<file path="src/rtl/ctrl_pkg.sv">
// ctrl_pkg: opcode/funct constants, ALU-op codes, FSM states and decoded-field types for multicycle_control
package ctrl_pkg;

    localparam logic [5:0] OP_RTYPE = 6'h00;
    localparam logic [5:0] OP_ADDI  = 6'h08;
    localparam logic [5:0] OP_ORI   = 6'h0D;
    localparam logic [5:0] OP_LW    = 6'h23;
    localparam logic [5:0] OP_SW    = 6'h2B;
    localparam logic [5:0] OP_BEQ   = 6'h04;
    localparam logic [5:0] OP_J     = 6'h02;
    localparam logic [5:0] FN_MULT  = 6'h18;

    localparam logic [1:0] ALU_ADD   = 2'b00;
    localparam logic [1:0] ALU_SUB   = 2'b01;
    localparam logic [1:0] ALU_OR    = 2'b10;
    localparam logic [1:0] ALU_RTYPE = 2'b11;

    typedef enum logic [3:0] {
        S_FETCH, S_DECODE, S_EXEC, S_MUL_WAIT, S_MEM_RD, S_MEM_WR, S_WB, S_BRANCH, S_JUMP
    } state_t;

    typedef enum logic [2:0] {
        C_NONE, C_ALU, C_MULT, C_LW, C_SW, C_BEQ, C_J
    } op_class_t;

    typedef struct packed {
        op_class_t  cls;
        logic [1:0] alu_op;
        logic       reg_dst;
        logic       alu_src;
        logic       mem_to_reg;
    } fields_t;

endpackage

</file>
<file path="src/rtl/multicycle_control_if.sv">
// multicycle_control_if: instruction, flag, ready and control-strobe bundle of the multicycle controller
interface multicycle_control_if #(parameter int OP_W = 6);

    logic [OP_W-1:0] Op_i;
    logic [OP_W-1:0] Funct_i;
    logic            zero_i;
    logic            imem_ready_i;
    logic            dmem_ready_i;
    logic [1:0]      alu_op_o;
    logic            reg_dst_o;
    logic            alu_src_o;
    logic            mem_to_reg_o;
    logic            reg_write_o;
    logic            mem_read_o;
    logic            mem_write_o;
    logic            imem_req_o;
    logic            ir_write_o;
    logic            pc_write_o;
    logic            illegal_o;
    logic            mul_busy_o;
    logic [3:0]      state_o;

    modport master (
        output Op_i, Funct_i, zero_i, imem_ready_i, dmem_ready_i,
        input  alu_op_o, reg_dst_o, alu_src_o, mem_to_reg_o, reg_write_o, mem_read_o,
               mem_write_o, imem_req_o, ir_write_o, pc_write_o, illegal_o, mul_busy_o, state_o
    );

    modport slave (
        input  Op_i, Funct_i, zero_i, imem_ready_i, dmem_ready_i,
        output alu_op_o, reg_dst_o, alu_src_o, mem_to_reg_o, reg_write_o, mem_read_o,
               mem_write_o, imem_req_o, ir_write_o, pc_write_o, illegal_o, mul_busy_o, state_o
    );

endinterface

</file>
<file path="src/rtl/ctrl_decode.sv">
// ctrl_decode: combinational opcode/funct to instruction class and datapath-select decode
module ctrl_decode
    import ctrl_pkg::*;
#(
    parameter int OP_W = 6
) (
    input  logic [OP_W-1:0] op,
    input  logic [OP_W-1:0] funct,
    output fields_t         fields
);

    // unknown opcodes decode to all-zero fields, which doubles as the illegal marker
    always_comb begin
        fields = '0;
        case (op)
            OP_W'(OP_RTYPE): fields = '{funct == OP_W'(FN_MULT) ? C_MULT : C_ALU, ALU_RTYPE, 1'b1, 1'b0, 1'b0};
            OP_W'(OP_ADDI):  fields = '{C_ALU, ALU_ADD, 1'b0, 1'b1, 1'b0};
            OP_W'(OP_ORI):   fields = '{C_ALU, ALU_OR,  1'b0, 1'b1, 1'b0};
            OP_W'(OP_LW):    fields = '{C_LW,  ALU_ADD, 1'b0, 1'b1, 1'b1};
            OP_W'(OP_SW):    fields = '{C_SW,  ALU_ADD, 1'b0, 1'b1, 1'b0};
            OP_W'(OP_BEQ):   fields = '{C_BEQ, ALU_SUB, 1'b0, 1'b0, 1'b0};
            OP_W'(OP_J):     fields = '{C_J,   ALU_ADD, 1'b0, 1'b0, 1'b0};
            default:         fields = '0;
        endcase
    end

endmodule

</file>
<file path="src/rtl/multicycle_control.sv">
// multicycle_control: multicycle CPU control FSM with fetch/memory handshakes and a fixed-latency multiply wait
module multicycle_control
    import ctrl_pkg::*;
#(
    parameter int MUL_CYCLES = 4,
    parameter int OP_W       = 6
) (
    input logic                 clk_i,
    input logic                 rst_i,
    multicycle_control_if.slave bus
);

    state_t     state;
    state_t     state_nxt;
    fields_t    dec;
    fields_t    lat;
    logic [3:0] cnt;
    logic       illegal;
    logic       fetch;

    ctrl_decode #(.OP_W(OP_W)) u_decode (
        .op     (bus.Op_i),
        .funct  (bus.Funct_i),
        .fields (dec)
    );

    // state register
    always_ff @(posedge clk_i or negedge rst_i) begin
        if (!rst_i)
            state <= S_FETCH;
        else
            state <= state_nxt;
    end

    // decode fields held from one DECODE to the next, multiply dwell counter, registered illegal pulse
    always_ff @(posedge clk_i or negedge rst_i) begin
        if (!rst_i) begin
            lat     <= '0;
            cnt     <= '0;
            illegal <= 1'b0;
        end else begin
            if (state == S_DECODE)
                lat <= dec;
            cnt     <= state == S_DECODE && state_nxt == S_MUL_WAIT ? 4'(MUL_CYCLES - 1)
                     : state == S_MUL_WAIT && cnt != '0 ? cnt - 4'd1 : cnt;
            illegal <= state == S_DECODE && dec.cls == C_NONE;
        end
    end

    // next-state logic; WB, BRANCH and JUMP always return to FETCH
    always_comb begin
        state_nxt = state;
        case (state)
            S_FETCH:    state_nxt = bus.imem_ready_i ? S_DECODE : S_FETCH;
            S_DECODE:   state_nxt = dec.cls == C_MULT ? S_MUL_WAIT
                                  : dec.cls == C_BEQ  ? S_BRANCH
                                  : dec.cls == C_J    ? S_JUMP
                                  : dec.cls == C_NONE ? S_FETCH : S_EXEC;
            S_EXEC:     state_nxt = lat.cls == C_LW ? S_MEM_RD : lat.cls == C_SW ? S_MEM_WR : S_WB;
            S_MUL_WAIT: state_nxt = cnt == '0 ? S_WB : S_MUL_WAIT;
            S_MEM_RD:   state_nxt = bus.dmem_ready_i ? S_WB : S_MEM_RD;
            S_MEM_WR:   state_nxt = bus.dmem_ready_i ? S_FETCH : S_MEM_WR;
            default:    state_nxt = S_FETCH;
        endcase
    end

    // reset forces FETCH asynchronously, so only the FETCH strobes need masking while rst_i is low
    assign fetch            = rst_i && state == S_FETCH;
    assign bus.imem_req_o   = fetch;
    assign bus.ir_write_o   = fetch && bus.imem_ready_i;
    assign bus.pc_write_o   = fetch && bus.imem_ready_i || state == S_BRANCH && bus.zero_i || state == S_JUMP;
    assign bus.reg_write_o  = state == S_WB;
    assign bus.mem_read_o   = state == S_MEM_RD;
    assign bus.mem_write_o  = state == S_MEM_WR;
    assign bus.mul_busy_o   = state == S_MUL_WAIT;
    assign bus.illegal_o    = illegal;
    assign bus.alu_op_o     = state == S_BRANCH ? ALU_SUB : lat.alu_op;
    assign bus.reg_dst_o    = lat.reg_dst;
    assign bus.alu_src_o    = lat.alu_src;
    assign bus.mem_to_reg_o = lat.mem_to_reg;
    assign bus.state_o      = state;

endmodule

</file>
<file path="src/flat_wrapper.sv">
// flat-port wrapper written by rule: the top's interface ports become plain ports
module multicycle_control_flat import ctrl_pkg::*;
#(
    parameter int MUL_CYCLES = 4,
    parameter int OP_W       = 6
)
  (clk_i, rst_i, bus_Op_i, bus_Funct_i, bus_zero_i, bus_imem_ready_i, bus_dmem_ready_i, bus_alu_op_o, bus_reg_dst_o, bus_alu_src_o, bus_mem_to_reg_o, bus_reg_write_o, bus_mem_read_o, bus_mem_write_o, bus_imem_req_o, bus_ir_write_o, bus_pc_write_o, bus_illegal_o, bus_mul_busy_o, bus_state_o);
  multicycle_control_if #(.OP_W(OP_W)) bus_i ();
  input logic clk_i;
  input logic rst_i;
  input wire logic [$bits(bus_i.Op_i)-1:0] bus_Op_i;
  input wire logic [$bits(bus_i.Funct_i)-1:0] bus_Funct_i;
  input wire logic [$bits(bus_i.zero_i)-1:0] bus_zero_i;
  input wire logic [$bits(bus_i.imem_ready_i)-1:0] bus_imem_ready_i;
  input wire logic [$bits(bus_i.dmem_ready_i)-1:0] bus_dmem_ready_i;
  output wire logic [$bits(bus_i.alu_op_o)-1:0] bus_alu_op_o;
  output wire logic [$bits(bus_i.reg_dst_o)-1:0] bus_reg_dst_o;
  output wire logic [$bits(bus_i.alu_src_o)-1:0] bus_alu_src_o;
  output wire logic [$bits(bus_i.mem_to_reg_o)-1:0] bus_mem_to_reg_o;
  output wire logic [$bits(bus_i.reg_write_o)-1:0] bus_reg_write_o;
  output wire logic [$bits(bus_i.mem_read_o)-1:0] bus_mem_read_o;
  output wire logic [$bits(bus_i.mem_write_o)-1:0] bus_mem_write_o;
  output wire logic [$bits(bus_i.imem_req_o)-1:0] bus_imem_req_o;
  output wire logic [$bits(bus_i.ir_write_o)-1:0] bus_ir_write_o;
  output wire logic [$bits(bus_i.pc_write_o)-1:0] bus_pc_write_o;
  output wire logic [$bits(bus_i.illegal_o)-1:0] bus_illegal_o;
  output wire logic [$bits(bus_i.mul_busy_o)-1:0] bus_mul_busy_o;
  output wire logic [$bits(bus_i.state_o)-1:0] bus_state_o;
  assign bus_i.Op_i = bus_Op_i;
  assign bus_i.Funct_i = bus_Funct_i;
  assign bus_i.zero_i = bus_zero_i;
  assign bus_i.imem_ready_i = bus_imem_ready_i;
  assign bus_i.dmem_ready_i = bus_dmem_ready_i;
  assign bus_alu_op_o = bus_i.alu_op_o;
  assign bus_reg_dst_o = bus_i.reg_dst_o;
  assign bus_alu_src_o = bus_i.alu_src_o;
  assign bus_mem_to_reg_o = bus_i.mem_to_reg_o;
  assign bus_reg_write_o = bus_i.reg_write_o;
  assign bus_mem_read_o = bus_i.mem_read_o;
  assign bus_mem_write_o = bus_i.mem_write_o;
  assign bus_imem_req_o = bus_i.imem_req_o;
  assign bus_ir_write_o = bus_i.ir_write_o;
  assign bus_pc_write_o = bus_i.pc_write_o;
  assign bus_illegal_o = bus_i.illegal_o;
  assign bus_mul_busy_o = bus_i.mul_busy_o;
  assign bus_state_o = bus_i.state_o;
  multicycle_control #(.MUL_CYCLES(MUL_CYCLES), .OP_W(OP_W)) u_core (.clk_i(clk_i), .rst_i(rst_i), .bus(bus_i));
endmodule
</file>
<file path="config.mk">
export PLATFORM = sky130hd
export DESIGN_NAME = multicycle_control_flat
export DESIGN_NICKNAME = d
export VERILOG_FILES = /design/src/rtl/ctrl_pkg.sv /design/src/rtl/multicycle_control_if.sv /design/src/rtl/ctrl_decode.sv /design/src/rtl/multicycle_control.sv /design/src/flat_wrapper.sv
export SDC_FILE = /design/constraint.sdc
export NUM_CORES = 1
export LEC_CHECK = 0
export BUFFER_PORTS_ARGS = -buffer_cell sky130_fd_sc_hd__buf_2
export CAP_MARGIN = 30
export CORE_ASPECT_RATIO = 0.7
export CORE_MARGIN = 2
export CORE_UTILIZATION = 35
export CTS_BUF_LIST = sky130_fd_sc_hd__clkbuf_16
export DETAILED_ROUTE_END_ITERATION = 16
export GPL_TIMING_DRIVEN = 0
export PLACE_DENSITY_LB_ADDON = 0.15
export SETUP_SLACK_MARGIN = 0.15
export SYNTH_ARGS = -nofsm -noshare
export SYNTH_HDL_FRONTEND = slang
export SYNTH_SLANG_ARGS = --single-unit
export TNS_END_PERCENT = 30
</file>
<file path="constraint.sdc">
create_clock -name clk_i -period 2.3 [get_ports clk_i]
set_input_delay 0.23 -clock clk_i [delete_from_list [all_inputs] [get_ports clk_i]]
set_output_delay 0.23 -clock clk_i [all_outputs]
set_load 0.02 [all_outputs]
</file>
Word level (Yosys, flattened, before mapping)
Cells that the tools add are included.
{"block": "word_totals", "reg_bits": 17, "wordCells": 60, "inputBits": 17, "output_inout_bits": 17}
{"block": "op_classes", "mux": 16, "add_sub_neg": 1, "n_reduce_logical": 14, "n_eq_ne": 21}
{"cell": "one-hot mux 8 bit (7 select lines)", "n": 1}
{"cell": "2-to-1 mux 4 bit", "n": 6}
{"cell": "one-hot mux 4 bit (6 select lines)", "n": 1}
{"cell": "equality test 4 x 3 -> 1 bit, second input constant", "n": 4}
{"cell": "equality test 4 x 2 -> 1 bit, second input constant", "n": 3}
{"cell": "equality test 6 x 4 -> 1 bit, second input constant", "n": 2}
{"cell": "equality test 6 bit, second input constant", "n": 2}
{"cell": "2-to-1 mux 2 bit", "n": 5}
{"cell": "equality test 3 bit, second input constant", "n": 3}
{"cell": "zero test 4 bit", "n": 2}
{"cell": "equality test 3 x 2 -> 1 bit, second input constant", "n": 2}
{"cell": "equality test 6 x 2 -> 1 bit, second input constant", "n": 1}
{"cell": "equality test 6 x 3 -> 1 bit, second input constant", "n": 1}
{"cell": "equality test 6 x 5 -> 1 bit, second input constant", "n": 1}
{"cell": "logical AND 1 bit", "n": 6}
{"cell": "zero test 6 bit", "n": 1}
{"cell": "2-to-1 mux 3 bit", "n": 2}
{"cell": "equality test 4 x 1 -> 1 bit, second input constant", "n": 1}
{"cell": "equality test 4 bit, second input constant", "n": 1}
{"cell": "nonzero test 4 bit", "n": 1}
{"cell": "subtractor 4 x 1 -> 4 bit, second input constant", "n": 1}
{"cell": "zero test 3 bit", "n": 1}
{"cell": "logical OR 1 bit", "n": 2}
{"cell": "nonzero test 2 bit", "n": 1}
{"cell": "2-to-1 mux 1 bit", "n": 1}

Logic depth before layout (Yosys ltp)
Gate-level depths: netlist of run 1.
{"block": "depth", "word_depth": 12, "depth_mapped": 7, "depth_no_buf": 7}

Modules after synthesis
Synthesis of run 1 repeated with hierarchy kept, for this count alone.
{"block": "hier_totals", "hier_cells": 149, "area_unflattened_um2": 1237.4}
{"mod": "multicycle_control", "area_per_inst_um2": 1006.0, "seq_area_each_um2": 425.4, "cells_each": 117, "n_inst": 1}
{"mod": "ctrl_decode", "area_per_inst_um2": 231.5, "seq_area_each_um2": 0.0, "cells_each": 32, "n_inst": 1}

Least setup slack after synthesis of run 1
OpenSTA, ideal clock, no wires.
{"block": "synth_timing", "path_kind": "register -> output", "startpoint": "register u_core.state[0] (netlist: u_core.bus.state_o[0])", "endpoint": "output port bus_pc_write_o", "n_path_buf": 1, "required_ps": 2070, "slack_ps": 433, "arrival_ps": 1637, "path_stages_with_launch": 6, "path_cell_list": "dfrtp_1 -> buf_2 -> nor2_1 -> and3_1 -> and2_1 -> nand2b_1"}
{"block": "synth_via", "elab_chain_cells": 5, "word_cells_on_any_way": 8, "classes_between": "eq/ne: 2; reduce/logical: 6"}
{"item": "start: declaration", "line_no": "multicycle_control.sv:13", "text": "state_t state;"}
{"item": "start signal: assignment", "line_no": "multicycle_control.sv:32", "text": "state <= state_nxt;"}
{"item": "zero test 4 bit", "line_no": "multicycle_control.sv:68", "text": "assign fetch = rst_i && state == S_FETCH;"}
{"item": "logical AND 1 bit", "line_no": "multicycle_control.sv:68"}
{"item": "via bus_imem_req_o", "line_no": "flat_wrapper.sv:23", "text": "output wire logic [$bits(bus_i.imem_req_o)-1:0] bus_imem_req_o;"}
{"item": "logical AND 1 bit"}
{"item": "via bus_ir_write_o", "line_no": "flat_wrapper.sv:24", "text": "output wire logic [$bits(bus_i.ir_write_o)-1:0] bus_ir_write_o;"}
{"item": "logical OR 1 bit (2 in a row)", "line_no": "multicycle_control.sv:71", "text": "assign bus.pc_write_o = fetch && bus.imem_ready_i || state == S_BRANCH && bus.zero_i || state == S_JUMP;"}
{"item": "end: declaration", "line_no": "flat_wrapper.sv:25", "text": "output wire logic [$bits(bus_i.pc_write_o)-1:0] bus_pc_write_o;"}
The timed path passes the listed nets, and every way through them passes these cells.

Worst setup path in the final report of run 1
{"block": "layout_timing", "startpoint": "input port rst_i", "endpoint": "output port bus_pc_write_o"}
{"block": "layout_via", "elab_chain_cells": 4}
{"item": "start: declaration", "line_no": "flat_wrapper.sv:10", "text": "input logic rst_i;"}
{"item": "logical AND 1 bit", "line_no": "multicycle_control.sv:68"}
{"item": "logical AND 1 bit", "line_no": "multicycle_control.sv:71"}
{"item": "logical OR 1 bit (2 in a row)", "line_no": "multicycle_control.sv:71"}
Every way passes these cells.

==> results of run 1 <==
==> worst min-delay path by stage <==
stage	startpoint	endpoint	slack [ps]	cells after the start
CTS	bus_Op_i[4]	u_core.bus.alu_src_o	290	2
global placement	rst_i	u_core.bus.state_o[2]	180	1
detailed placement	rst_i	u_core.lat[3]	190	1
global route	bus_Op_i[4]	u_core.bus.alu_src_o	300	2
finish	bus_Funct_i[0]	u_core.lat[6]	290	4
floorplan	rst_i	u_core.bus.alu_src_o	-70	0
==> cells in the mapped netlist, types with 2 or more instances <==
cell       n  share of area
nand4_1    3          0.016
or3b_2     2          0.015
nor2b_1    2          0.011
nor4b_1    3          0.022
nand2_1   18          0.058
and2_4     2          0.015
nand3_1    5          0.021
or3_1      2          0.011
buf_2      6          0.026
inv_1      5          0.016
nand2b_1   4          0.021
nor3_1     8          0.034
a21oi_1    5          0.021
dfrtp_1   17           0.36
buf_6      2          0.019
o211ai_1   2          0.013
mux2i_1    2          0.017
o21a_1     2          0.013
o21ai_0    4          0.017
a31oi_1    3          0.016
xnor2_1    2          0.015
xor2_1     3          0.022
nor2_1    10          0.032
==> worst reg2reg max path: cells and delay by family, from the launching register on <==
family	cells	cell delay (ps)
xor gates and xnor gates	1	150
adders and majority gates	1	180
buffers and inverters	1	90
DFF	1	370
and+or+nand+nor	4	960
==> report_power, final <==
part           switching, mW  internal [mW]
registers             0.0661          0.410
logic                  0.440          0.304
clock network          0.105          0.230
total                  0.611          0.944
==> cell families (layout without fill, tap and decap cells) <==
group                    count (synthesis)  count (layout)  synth area share
multiplexers                             3               3            0.0266
AO/OA/AOI/OAI                           26              26             0.153
adder cells (fa/ha/maj)                  1               1            0.0106
XOR/XNOR                                 5               5            0.0373
buffers and inverters                   15              52            0.0703
flip-flops                              17              17             0.362
AND/OR/NAND/NOR                         70              70             0.340
==> stage by stage <==
step            util  instances  setup slack (ps)
2_1_floorplan      -        137               433
3_3_place_gp   0.436        207               493
3_5_place_dp   0.436        207               460
4_1_cts        0.464        212               301
5_1_grt        0.464        212               177
6_report       0.464        212               343
==> cell type report <==
cell class / instances / share of cell area
Multi-Input combinational cell: 105 / 0.453
Inverter: 5 / 0.0128
Sequential cell: 17 / 0.289
Timing Repair Buffer: 33 / 0.116
Clock buffer: 3 / 0.0510
Tap cell: 38 / 0.0323
Clock inverter: 1 / 0.00255
Buffer: 10 / 0.0434
==> per-layer routing <==
layer / up-vias / routed length [um]
met3: 4 / 175
met4: 0 / 27
li1: 570 / -
met2: 37 / 1180
met5: - / 0
met1: 516 / 1420
==> state kept, by name, summed over array words and instances, names as in the netlist <==
| signal | flops |
|---|---|
| u_core.bus.mem_to_reg_o | 1 |
| u_core.lat | 5 |
| u_core.cnt | 4 |
| u_core.bus.reg_dst_o | 1 |
| u_core.bus.illegal_o | 1 |
| u_core.bus.state_o | 4 |
| u_core.bus.alu_src_o | 1 |
==> flow_summary.yaml, run 1 <==
drt:
  viasPerCell: 5.32
  postRouteAntennaNets: 0
  wl_um: 2810
  wl_per_cell_um: 13.2
  num_vias: 1127
  drt_first_iter_violations: 68
  drc_errors: 0
  firstDrtPassIters: 4
critical_path:
  critPathKind: "input port to output port"
  critPathLaunch: "rst_i"
  slowest_stage: "dlygate4sd3_1"
  reg2reg_depth: 7
  r2r-end: "u_core.cnt[3]"
  start_kind: "input port"
  crit_top_cell: "buf_2"
  regToRegSetupSlack_ps: 440
  required_ps: 2070
  cp_cell_sequence: "dlygate4sd3_1 -> buf_2 -> and3_1 -> and2_1 -> nand2b_1 -> buf_2"
  worstReg2RegStart: "u_core.cnt[0]"
  path_max_fanout: 18
  endpoint_kind: "output port"
  crit_path_max_incr_delay_ps: 520
  crit_buf_inv: 3
  cp.depth: 6
  crit_family: "buffers and inverters"
  endpoint: "bus_pc_write_o"
  arrival_ps: 1730
power_and_ir_drop:
  power_mw: 1.55
  powerDensity_nw_per_um2: 1060
  p_leak_nw: 0.707
  peakVddDrop_mv: 0.460
clocking:
  cts_resized: 0
  ctsHtreeMaxLevel: 1
  cts_setup_buffers: 0
  cts_buffers: 3
  clk_pin_slew_ps: 50
  cts_tree: "done"
  ctsHoldBuffers: 1
  clock-sinks: 17
  clockRootBuffer: "clkbuf_16"
  clock_latency_ps: 240
  clock_path_buffers: 2
grt:
  grt_pass1_wl_um: 4570
  antenna_found_initial: 0
  grtUsageTotal: 0.154
  grt_pass1_vias: 1007
  grt_use_met1: 0.222
  grt-ovfl-total: 0
  grtUsageMet2: 0.233
  grtUsageMet3: 0.0404
  grt_max_degree: 19
  grt_busiest_layer: "met2"
logic_synthesis:
  synth_area_um2: 1170
  async_flop_share: 1.00
  ys_ff_latch: 17
  ys_types: 48
  syn_inst: 137
  synth_edf_count: 0
  yosys_warnings: 0
  syn_nets: 155
  seq_area_frac_synth: 0.362
  ys.flop_type: "dfrtp_1"
  avgSynthCellArea_um2: 8.58
floorplan:
  start_util: 0.371
  core-area_um2: 3170
  ioPinCount: 34
  fp-row-count: 17
  die_x_um: 73.3
  die-area_um2: 3840
  die_height_um: 52.5
finish:
  multi_input_area_um2: 667
  area_growth_pct: 25.2
  fill_cells: 305
  design_area_um2: 1470
  drive_above_1_share: 0.305
  finalNetCount: 193
  n_antenna_cell: 0
  final_common_cell: "buf_2"
  layout_common_cells: "38 x buf_2, 18 x nand2_1, 17 x dfrtp_1"
  regArea_um2: 425
sta:
  setup_viol: 0
  hold_viol: 0
  worst_pin_slew_ps: 411
  slew_headroom: 0.726
  fmax_ghz: 0.511
  rsz0062_at_grt: "no"
  min_period_over_period: 0.851
  hold_slack_ps: 290
  drv_slew: 0
  fin_skew_ps: 3.21
  finalCriticalPeriod_ps: 1960
  finalSetupTns_ps: 0
placed_design:
  dp_hpwl_um: 2160
  gp_congestion: 0.874
  io_buffers: 32
  dpl_cell_area_um2: 1380
outcome:
  status: "completed"
hold_path:
  hp-class: "input port to register"
job:
  drv_cap: 0
Power figures use the tool's default switching activity.
==> inputs of run 2 (changes only) <==
--- a/config.mk
+++ b/config.mk
@@ -9,10 +9,9 @@
 export CAP_MARGIN = 30
 export CORE_ASPECT_RATIO = 0.7
 export CORE_MARGIN = 2
-export CORE_UTILIZATION = 35
+export CORE_UTILIZATION = 30
 export CTS_BUF_LIST = sky130_fd_sc_hd__clkbuf_16
 export DETAILED_ROUTE_END_ITERATION = 16
-export GPL_TIMING_DRIVEN = 0
 export PLACE_DENSITY_LB_ADDON = 0.15
 export SETUP_SLACK_MARGIN = 0.15
 export SYNTH_ARGS = -nofsm -noshare
==> run 2 against run 1 <==
  * Worst hold slack barely moved
  * First-iteration DRC count is 25% lower
  * Critical path type is now register to register
  * Largest cell class unchanged
  * Fmax grew 0.63%
==> flow_summary.yaml, run 2 (synthesis gave the netlist of run 1 again) <==
grt:
  grt_use_met1: 0.210
  grtUsageMet3: 0.0354
  grtUsageTotal: 0.134
  antenna_found_initial: 0
  grt_pass1_vias: 1002
  grt-ovfl-total: 0
  grtUsageMet2: 0.179
  grt_max_degree: 18
  grt_busiest_layer: "met1"
  grt_pass1_wl_um: 4730
floorplan:
  start_util: 0.324
  core-area_um2: 3630
  fp-row-count: 18
  die_height_um: 56.4
  ioPinCount: 34
  die_x_um: 78.8
  die-area_um2: 4440
sta:
  finalCriticalPeriod_ps: 1950
  fmax_ghz: 0.514
  setup_ws_ps: 355
  rsz0062_at_grt: "no"
  worst_pin_slew_ps: 378
  hold_viol: 0
  hold_slack_ps: 290
  min_period_over_period: 0.846
  slew_headroom: 0.746
  fin_skew_ps: 2.27
  drv_slew: 0
  setup_viol: 0
  finalSetupTns_ps: 0
clocking:
  clock-sinks: 17
  ctsHtreeMaxLevel: 1
  clock_latency_ps: 250
  clockRootBuffer: "clkbuf_16"
  cts_tree: "done"
  clock_path_buffers: 2
  cts_buffers: 3
  clk_pin_slew_ps: 50
hold_path:
  hold_start: "bus_Funct_i[0]"
  hp-class: "input port to register"
critical_path:
  endpoint_kind: "register"
  critPathLaunch: "u_core.bus.state_o[1]"
  required_ps: 2430
  worstReg2RegStart: "u_core.bus.state_o[1]"
  path_max_fanout: 12
  arrival_ps: 2080
  start_kind: "register"
  critPathKind: "register to register"
job:
  drv_cap: 0
finish:
  design_area_um2: 1440
  drive_above_1_share: 0.277
  regMostFlops: "u_core.lat"
  regArea_um2: 425
  multi_input_area_um2: 667
  postLayoutCoreUtil: 0.396
  largest_register_ffs: 5
  fill_cells: 378
  n_antenna_cell: 0
  area_growth_pct: 22.2
  finalNetCount: 185
  final_common_cell: "buf_2"
  layout_common_cells: "33 x buf_2, 18 x nand2_1, 17 x dfrtp_1"
  final_cells: 216
placed_design:
  dpl_cell_area_um2: 1350
  gp_congestion: 0.840
  dp_hpwl_um: 2280
  place_inst: 211
  io_buffers: 33
  post-place-ws_ps: 372
drt:
  wl_um: 2900
  drc_errors: 0
  postRouteAntennaNets: 0
  drt_first_iter_violations: 51
  wl_per_cell_um: 13.4
  viasPerCell: 5.11
  num_vias: 1104
  firstDrtPassIters: 4
power_and_ir_drop:
  peakVddDrop_mv: 0.402
  p_leak_nw: 0.673
  powerDensity_nw_per_um2: 1070
  power_mw: 1.54
outcome:
  status: "completed"
==> run 2: cell types whose count changed in the layout (fill, tap and decap cells not counted) <==
| cell | before | now |
|---|---|---|
| buf_6 | 2 | 0 |
| clkbuf_1 | 1 | 0 |
| buf_2 | 38 | 33 |
==> run 2: worst paths after layout <==
check	to	slack (ps)	cells after the start
worst max-delay path	u_core.bus.illegal_o	350	4
worst min-delay path	u_core.lat[6]	290	4
worst max register to register	u_core.bus.illegal_o	350	4
worst min register to register	u_core.lat[3]	490	2
max in group asynchronous	u_core.bus.illegal_o	1620	3
min in group asynchronous	u_core.bus.state_o[2]	490	3
==> run 2: metal layers <==
layer,wire [um],vias to the layer above
li1,-,548
met1,1470,505
met2,1170,47
met3,236,4
met4,19,0
met5,0,-
==> run 2: critical path, cell delays in order, from the launching register on <==
cell and delay (ps):
dfrtp_1 500, nand2b_4 220, or3_1 480, a31oi_1 320
nor4b_1 300
==> run 2: cell type report <==
class,instances,share of cell area
inverter,5,0.0131
tap,50,0.0436
clock inverter,1,0.00262
multi-input combinational,105,0.465
timing repair buffer,35,0.127
sequential,17,0.296
clock buffer,3,0.0523
==> run 2: where the power goes <==
part           internal, mW  switching, mW
clock                 0.231          0.109
combinational         0.275          0.384
sequential            0.409          0.129
==> run 2: what timing repair did <==
| action | in CTS | in global routing |
|---|---|---|
| hold buffers | 1 | 0 |
| endpoints found under the hold margin | 17 | 0 |
| buffers inserted | 0 | 0 |
| resized for setup | 0 | 0 |
==> inputs of run 3 (changes only) <==
==> constraint.sdc (replaced) <==
create_clock -name clk_i -period 1.9 [get_ports clk_i]
set_input_delay 0.19 -clock clk_i [delete_from_list [all_inputs] [get_ports clk_i]]
set_output_delay 0.19 -clock clk_i [all_outputs]
set_load 0.02 [all_outputs]
==> run 3 against run 2 <==
  * Clock skew fell by 1.2 ps
  * Clock power rose by 21%
  * Setup slack got worse by 170 ps
  * Cell count rose by 3.7%
  * Critical path depth rose by 2
  * Global-route usage rose by 1.4 points
  * First-iteration DRC count rose by 35%
  * Flip-flop and latch count did not move
  * Sequential power rose by 13%
  * Utilization rose by 2.2 points
  * Worst hold slack got worse by 48 ps
  * Critical endpoint is now bus_pc_write_o
  * Largest cell class unchanged
==> flow_summary.yaml, run 3 (synthesis gave the netlist of run 1 again) <==
outcome:
  status: "completed"
clocking:
  clock_latency_ps: 240
  cts_buffers: 3
  clk_pin_slew_ps: 50
  clockRootBuffer: "clkbuf_16"
  cts_tree: "done"
  clock-sinks: 17
  ctsHtreeMaxLevel: 1
  clock_path_buffers: 2
floorplan:
  start_util: 0.324
  die_x_um: 78.8
  core-area_um2: 3630
  die-area_um2: 4440
  ioPinCount: 34
  fp-row-count: 18
  die_height_um: 56.4
finish:
  area_growth_pct: 28.9
  largest_register_ffs: 5
  fill_cells: 395
  n_antenna_cell: 0
  final_common_cell: "buf_2"
  finalNetCount: 193
  regMostFlops: "u_core.lat"
  layout_common_cells: "33 x buf_2, 18 x nand2_1, 15 x dfrtp_1"
  drive_above_1_share: 0.362
power_and_ir_drop:
  peakVddDrop_mv: 0.537
  p_leak_nw: 0.708
  sw_frac_of_total: 0.398
  p_comb_frac: 0.487
  powerDensity_nw_per_um2: 1320
  pwr-share-clk: 0.206
  p_int_mw: 1.20
  p_seq_frac: 0.306
  p_sw_mw: 0.793
drt:
  postRouteAntennaNets: 0
  drc_errors: 0
  wl_per_cell_um: 13.8
  firstDrtPassIters: 4
  viasPerCell: 5.08
  num_vias: 1138
  wl_um: 3090
  drt_first_iter_violations: 69
critical_path:
  critPathKind: "register to output port"
  start_kind: "register"
  endpoint_kind: "output port"
  required_ps: 1710
  arrival_ps: 1520
  path_max_fanout: 10
sta:
  drv_slew: 0
  min_period_over_period: 0.902
  fin_skew_ps: 1.02
  fmax_ghz: 0.584
  hold_slack_ps: 242
  hold_viol: 0
  rsz0062_at_grt: "yes"
  finalCriticalPeriod_ps: 1710
  finalSetupTns_ps: 0
  setup_viol: 0
  slew_headroom: 0.728
  setup_ws_ps: 187
  worst_pin_slew_ps: 406
job:
  drv_cap: 0
placed_design:
  io_buffers: 33
  dp_hpwl_um: 2380
  gp_congestion: 0.777
  post-place-ws_ps: 199
grt:
  grt-ovfl-total: 0
  antenna_found_initial: 0
  grtUsageTotal: 0.147
  grt_pass1_vias: 1090
  grt_pass1_wl_um: 5150
  grt_max_degree: 18
hold_path:
  hp-class: "input port to register"
run 3: path summary, 6_finish.rpt:
check | slack (ps) | start | endpoint | cells after the start
setup / recovery | 190 | u_core.bus.state_o[1] | bus_pc_write_o | 6
hold / removal | 240 | bus_Op_i[4] | u_core.bus.alu_src_o | 2
setup reg to reg | 270 | u_core.cnt[1] | u_core.cnt[3] | 7
hold reg to reg | 470 | u_core.bus.alu_src_o | u_core.bus.alu_src_o | 2
max in group asynchronous | 1250 | rst_i | u_core.bus.state_o[3] | 3
min in group asynchronous | 440 | rst_i | u_core.bus.state_o[0] | 3
run 3: area by class of cell:
class | count | area, um2 | share of cell area
Clock buffer | 3 | 75.1 | 0.0496
Clock inverter | 1 | 3.75 | 0.00248
Inverter | 5 | 18.8 | 0.0124
Multi-Input combinational cell | 105 | 683 | 0.451
Sequential cell | 17 | 428 | 0.283
Tap cell | 50 | 62.6 | 0.0413
Timing Repair Buffer | 43 | 243 | 0.160
run 3: through the flow:
step	std cells	power, mW	cell area [um2]	util
detailed placement	218	1.54	1400	0.387
global route	224	2.15	1510	0.418
finish	224	1.99	1510	0.418
floorplan	137	1.24	1180	-
global placement	218	1.52	1400	0.387
CTS	223	1.97	1500	0.413
run 3: metal layers:
metal | vias up | wire length, um | global-route usage
met2 | 38 | 1290 | 0.215
met3 | 2 | 195 | 0.0466
li1 | 562 | - | -
met5 | - | 0 | 0
met1 | 536 | 1590 | 0.214
met4 | 0 | 10 | 0.0276
run 3: worst max-delay path: stages, from the launching register on:
cell,delay [ps]
dfrtp_1,380
buf_4,180
nor2_2,120
and3_2,190
and2_1,140
nand2b_2,110
buf_2,160
run 3: what timing repair did:
item / 4_1_cts / 5_1_grt
pin swaps: 0 / 0
buffers inserted: 0 / 1
hold buffers: 1 / 0
endpoints found under the hold margin: 17 / 0
setup endpoints to repair: 2 / 5
gates resized for setup: 4 / 4
run 3: power by group through the flow:
stage,clock network [mW],logic [mW],registers (mW)
after floorplan,0,0.618,0.621
after global routing,0.441,1.08,0.625
after CTS,0.420,0.941,0.609
after detailed placement,0,0.928,0.609
final,0.411,0.971,0.610
after global placement,0,0.919,0.601
